## src/rtl/reg_file_param.sv

```systemverilog
`default_nettype none
// ============================================================================
// Module   : reg_file_param
// Purpose  : Parametrised MIPS general-purpose register file with a
//            per-register pending-write scoreboard and a sequenced
//            bulk-clear engine. Register 0 is hardwired to zero.
// Ports    : clk                 - clock, rising-edge active
//            reset               - asynchronous active-low reset
//            ra1/ra2 -> rd1/rd2  - combinational read ports
//            busy1/busy2         - pending bit of ra1/ra2, combinational
//            we/wa/wd            - write-back write port
//            sb_set/sb_addr      - mark a register as pending
//            clr_req             - start bulk clear; clr_busy high during it
// Config   : REGFILE_BYPASS_EN - forward the write port to the read ports
//            and the busy flags within the same cycle.
// Revision : 1.0 - initial release
// ============================================================================
module reg_file_param #(
  parameter int WIDTH  = 32,
  parameter int DEPTH  = 32,
  parameter int ADDR_W = $clog2(DEPTH)
) (
  input  logic              clk,
  input  logic              reset,
  input  logic [ADDR_W-1:0] ra1,
  input  logic [ADDR_W-1:0] ra2,
  output logic [WIDTH-1:0]  rd1,
  output logic [WIDTH-1:0]  rd2,
  input  logic              we,
  input  logic [ADDR_W-1:0] wa,
  input  logic [WIDTH-1:0]  wd,
  input  logic              sb_set,
  input  logic [ADDR_W-1:0] sb_addr,
  output logic              busy1,
  output logic              busy2,
  input  logic              clr_req,
  output logic              clr_busy
);

  typedef enum logic [0:0] {
    S_IDLE  = 1'b0,
    S_SWEEP = 1'b1
  } state_t;

  localparam logic [ADDR_W-1:0] LAST_IDX = ADDR_W'(DEPTH - 1);
  localparam logic [ADDR_W-1:0] ZERO_IDX = '0;

  state_t             state_q, state_d;
  logic [ADDR_W-1:0]  idx_q, idx_d;
  logic [DEPTH-1:0]   pend_q, pend_d;
  logic [WIDTH-1:0]   regs_q [DEPTH];

  // Single physical write port shared between the write-back path (IDLE)
  // and the sweep engine (SWEEP).
  logic               port_we;
  logic [ADDR_W-1:0]  port_addr;
  logic [WIDTH-1:0]   port_data;

  logic               wr_ok;   // architectural write accepted this cycle
  logic               sb_ok;   // scoreboard set accepted this cycle

  assign wr_ok = (state_q == S_IDLE) && we     && (wa != ZERO_IDX);
  assign sb_ok = (state_q == S_IDLE) && sb_set && (sb_addr != ZERO_IDX);

  always_comb begin
    state_d   = state_q;
    idx_d     = idx_q;
    pend_d    = pend_q;
    port_we   = 1'b0;
    port_addr = wa;
    port_data = wd;

    case (state_q)
      S_IDLE: begin
        port_we = wr_ok;
        if (clr_req) begin
          // Clear request overrides any scoreboard activity on this edge.
          pend_d  = '0;
          idx_d   = ADDR_W'(1);
          state_d = S_SWEEP;
        end else begin
          if (wr_ok) pend_d[wa] = 1'b0;
          // Set is applied after the write clear so a same-address set wins.
          if (sb_ok) pend_d[sb_addr] = 1'b1;
        end
      end
      S_SWEEP: begin
        port_we   = 1'b1;
        port_addr = idx_q;
        port_data = '0;
        if (idx_q == LAST_IDX) begin
          state_d = S_IDLE;
        end else begin
          idx_d = idx_q + ADDR_W'(1);
        end
      end
      default: begin
        state_d = S_IDLE;
      end
    endcase

    pend_d[0] = 1'b0;
  end

  always_ff @(posedge clk or negedge reset) begin
    if (!reset) begin
      state_q <= S_IDLE;
      idx_q   <= '0;
      pend_q  <= '0;
      for (int i = 0; i < DEPTH; i++) begin
        regs_q[i] <= '0;
      end
    end else begin
      state_q <= state_d;
      idx_q   <= idx_d;
      pend_q  <= pend_d;
      if (port_we) begin
        regs_q[port_addr] <= port_data;
      end
    end
  end

  assign clr_busy = (state_q == S_SWEEP);

  // Pending bits are hidden during a sweep: they were all cleared on entry
  // and no producer can be issued until the sweep finishes.
  always_comb begin
    rd1   = (ra1 == ZERO_IDX) ? '0 : regs_q[ra1];
    rd2   = (ra2 == ZERO_IDX) ? '0 : regs_q[ra2];
    busy1 = (state_q == S_IDLE) && pend_q[ra1];
    busy2 = (state_q == S_IDLE) && pend_q[ra2];
`ifdef REGFILE_BYPASS_EN
    if (wr_ok && (wa == ra1)) begin
      rd1 = wd;
      if (!(sb_ok && (sb_addr == ra1))) busy1 = 1'b0;
    end
    if (wr_ok && (wa == ra2)) begin
      rd2 = wd;
      if (!(sb_ok && (sb_addr == ra2))) busy2 = 1'b0;
    end
`endif
  end

endmodule
`default_nettype wire

```

## config.mk

```make
export PLATFORM = sky130hd
export DESIGN_NAME = reg_file_param
export DESIGN_NICKNAME = d
export VERILOG_FILES = /design/src/rtl/reg_file_param.sv
export SDC_FILE = /design/constraint.sdc
export NUM_CORES = 2
export LEC_CHECK = 0
export ABC_AREA = 0
export ABC_CLOCK_PERIOD_IN_PS = 3230
export BUFFER_PORTS_ARGS = -buffer_cell sky130_fd_sc_hd__buf_2
export CORE_MARGIN = 3
export CORE_UTILIZATION = 60
export CTS_CLUSTER_SIZE = 30
export DETAILED_ROUTE_END_ITERATION = 16
export MAX_ROUTING_LAYER = met4
export PLACE_DENSITY = 0.86
export RECOVER_POWER = 100
export REMOVE_ABC_BUFFERS = 1
export SLEW_MARGIN = 20
export SYNTH_ARGS = -nofsm -noshare
export SYNTH_HDL_FRONTEND = slang
export SYNTH_SLANG_ARGS = --single-unit
```

## constraint.sdc

```tcl
create_clock -name clk -period 3.23 [get_ports clk]
set_input_delay 0.323 -clock clk [delete_from_list [all_inputs] [get_ports clk]]
set_output_delay 0.323 -clock clk [all_outputs]
set_load 0.1 [all_outputs]
```

==> impl_metrics.py <==
metrics = {
    "run_status": {
        "outcome": "finished, violations left",
        "violations": "capacitance limit, slew limit",
    },
    "setup_path": {
        "path_cells": "and3b_1, clkbuf_1, o221ai_4, clkbuf_2, o21ai_0",
        "cp_data_arrival_time_ps": 3690,
        "cp-end-kind": "register",
        "critPathTopFamily": "buffers and inverters",
        "cp_slowest_cell": "clkbuf_2",
        "startpoint_type": "register",
        "cp_max_fo": 44,
        "cp_slowest_stage_delay_ps": 1230,
        "cp.required_ps": 3720,
        "crit_buf_inv": 2,
        "path_class": "reg2reg",
    },
    "drt": {
        "drtAntennaViolNets": 0,
        "viasPerCell": 7.54,
        "firstDrtPassIters": 9,
        "drt-total-wl_mm": 187,
        "wire_per_inst_microns": 30.9,
        "vias": 45600,
        "drt_iter0_markers": 7542,
        "drc": 0,
    },
    "sta": {
        "finalWorstPathRequiredPeriod_ps": 3210,
        "slew_violations": 152,
        "min_period_over_period_pct": 99.2,
        "rsz0062_at_grt": "false",
        "setup_viol": 0,
        "fmax_mhz": 312,
        "final_hold_viol_count": 0,
        "fin_skew_ps": 26.6,
        "tightest_slew_ps": 2060,
        "fin_setup_tns_ps": 0,
        "slew_headroom_pct": -37.5,
    },
    "logic_synthesis": {
        "synthMuxAreaShare_pct": 29.0,
        "ys_types": 57,
        "synth_top_flop_cell": "dfrtp_1",
        "synth_top_family_by_area": "multiplexers",
        "synthesis.instances": 4715,
        "synth_compound_area_share_pct": 11.0,
        "synthArstFlopShare_pct": 100,
        "netlist_area_sq_um": 56200,
        "synth-xor-area-share_pct": 0.0312,
        "synth-edff-count": 0,
        "synth-adder-area-share_pct": 0.0445,
        "synth_top_cell_by_area": "dfrtp_1",
        "synth_simple_gate_area_share_pct": 8.93,
        "ys_seq_elements": 1061,
        "synth_area_leaders": "dfrtp_1 (47%), mux4_2 (21%), o21ai_0 (7.2%), nand2_1 (6.3%), mux2_2 (3.8%)",
        "synth_top_area_share_pct": 47.2,
        "avgSynthCellArea_sq_um": 11.9,
        "ys_warn_count": 0,
        "seq_area_frac_synth_pct": 47.2,
    },
    "cts": {
        "clkTransAtPathRegs_ps": 60,
        "cts_root_buf": "clkbuf_16",
        "cts_tree": "built",
        "htree_levels": 3,
        "cts_setup_buffers": 0,
        "cts_made_buffers": 107,
        "insertion_delay_ps": 710,
        "cts_buffer_depth": 3,
        "cts_sinks": 1061,
    },
    "power_and_ir_drop": {
        "peakVddDrop_uv": 514,
        "sw_frac_of_total_pct": 35.2,
        "clockPowerShare_pct": 30.3,
        "pwr-share-comb_pct": 27.3,
        "internal_power_mw": 28.6,
        "sequentialPowerShare_pct": 42.4,
        "p_leak_nw": 27.0,
        "cellPowerDensity_nw_per_um2": 706,
        "p_switching_mw": 15.6,
    },
    "placement": {
        "post-dp-hpwl_mm": 111,
        "postPlaceCellArea_sq_um": 60000,
        "gp_congestion": 0.925,
        "port_buffers": 123,
    },
    "floorplan": {
        "die_h_microns": 312,
        "initial_core_util_pct": 61.0,
        "die_area_sq_um": 97400,
        "core_sq_um": 92200,
        "rows": 111,
        "die_w_microns": 312,
        "num_io_pins": 124,
    },
    "finish": {
        "final_cell_mix": "dfrtp_1 (1060), nand2_1 (941), o21ai_0 (813), mux4_2 (524), mux2_2 (189)",
        "syn_to_final_growth_pct": 11.2,
        "final_core_util_pct": 67.8,
        "final_common_cell": "dfrtp_1",
        "multi_input_area_sq_um": 27500,
        "drive_gt1_share_pct": 26.3,
        "postLayoutCellArea_sq_um": 62500,
        "seq_area_sq_um": 26600,
        "fillers": 5894,
        "nNetsFinal": 4765,
    },
    "flow_run": {
        "drv_cap": 4,
    },
    "global_route": {
        "groute.usage.overall_pct": 39.4,
        "first_global_vias": 47700,
        "grt_pass1_wl_mm": 284,
        "grt_max_degree": 128,
        "grt_antenna_before_repair": 6,
        "grt_remaining_overflow": 0,
    },
    "hold_path": {
        "holdCritPathClass": "in2reg",
    },
}
==> cell type report <==
cell class	instances	share of cell area, %
flip-flops and latches	1061	42.5
clock inverters	55	1.19
diodes	7	0.0280
multi-input cells	3176	43.9
clock buffers	143	4.81
repair buffers	356	5.11
well taps	1243	2.49
inverters	4	0.0240
==> cell usage after synthesis (11+ instances only) <==
cell,n
o21ai_0,804
mux2_4,60
a22oi_1,34
nor2_1,11
and3_1,39
a21oi_1,54
a221oi_1,27
clkbuf_1,283
o21ai_1,30
dfrtp_1,1061
o21a_1,26
buf_1,17
mux4_2,524
buf_2,146
nand2_1,941
buf_4,16
o2111ai_1,32
nor2b_1,73
mux2i_1,134
a31oi_1,35
mux2_2,189
nand2b_1,39
o221ai_2,22
==> flip-flops by register name, indices dropped and copies added, names as in the netlist <==
register,count
regs_q,1024
pend_q,31
clr_busy,1
idx_q,5
==> worst min-delay path, cell delays in order <==
cell and delay, ps:
buf_2 100, nor2b_1 150, nand2_1 70, o21ai_1 50
==> per-stage QoR <==
step                      hold WS [ps]  total power [mW]  setup WS (ps)  instances
final                             38.5              44.2           24.3       6045
after floorplan                   27.4              25.5          -2180       4241
after detailed placement           360              30.8            370       5830
after global placement             361              30.0            371       5828
after global routing              45.9              45.5           63.8       6044
after CTS                         16.3              44.3           97.6       6036
==> cell families after synthesis <==
logic type	Yosys count
flip-flops	1061
AO/OA/AOI/OAI	1086
XOR/XNOR	2
multiplexers	918
AND/OR/NAND/NOR	1168
buffers and inverters	478
adder cells (fa/ha/maj)	2
==> power by group through the flow <==
stage | logic, mW | clock network (mW) | registers, mW
global route | 12.7 | 13.9 | 18.8
detailed placement | 12.2 | 0 | 18.6
CTS | 12.5 | 13.3 | 18.5
finish | 12.1 | 13.4 | 18.7
floorplan | 7.74 | 0 | 17.7
global placement | 11.7 | 0 | 18.3
==> final timing paths <==
path	from	end	slack [ps]	cells after the start
setup / recovery	clr_busy$_DFF_PN0_	regs_q[634]$_DFFE_PN0P_	20	5
max in group asynchronous	reset	regs_q[966]$_DFFE_PN0P_	410	4
hold / removal	sb_set	pend_q[4]$_DFFE_PN0N_	40	4
hold reg to reg	regs_q[7]$_DFFE_PN0P_	regs_q[7]$_DFFE_PN0P_	500	2
min in group asynchronous	reset	regs_q[777]$_DFFE_PN0P_	770	2
setup reg to reg	clr_busy$_DFF_PN0_	regs_q[634]$_DFFE_PN0P_	20	5
==> routing by layer <==
| layer | global-route usage, % | routed length, microns | up-vias |
|---|---|---|---|
| met5 | - | 0 | - |
| met4 | 25.9 | 14900 | 0 |
| met3 | 13.5 | 27000 | 1270 |
| met2 | 57.1 | 84300 | 4451 |
| met1 | 47.2 | 60900 | 22500 |
| li1 | - | - | 17400 |
==> repair_timing <==
item / 4_1_cts / 5_1_grt
endpoints found under the hold margin: 47 / 0
endpoints found under the setup margin: 0 / 3
resized for setup: 0 / 2
hold buffers: 8 / 0
Power figures use the tool's default switching activity.
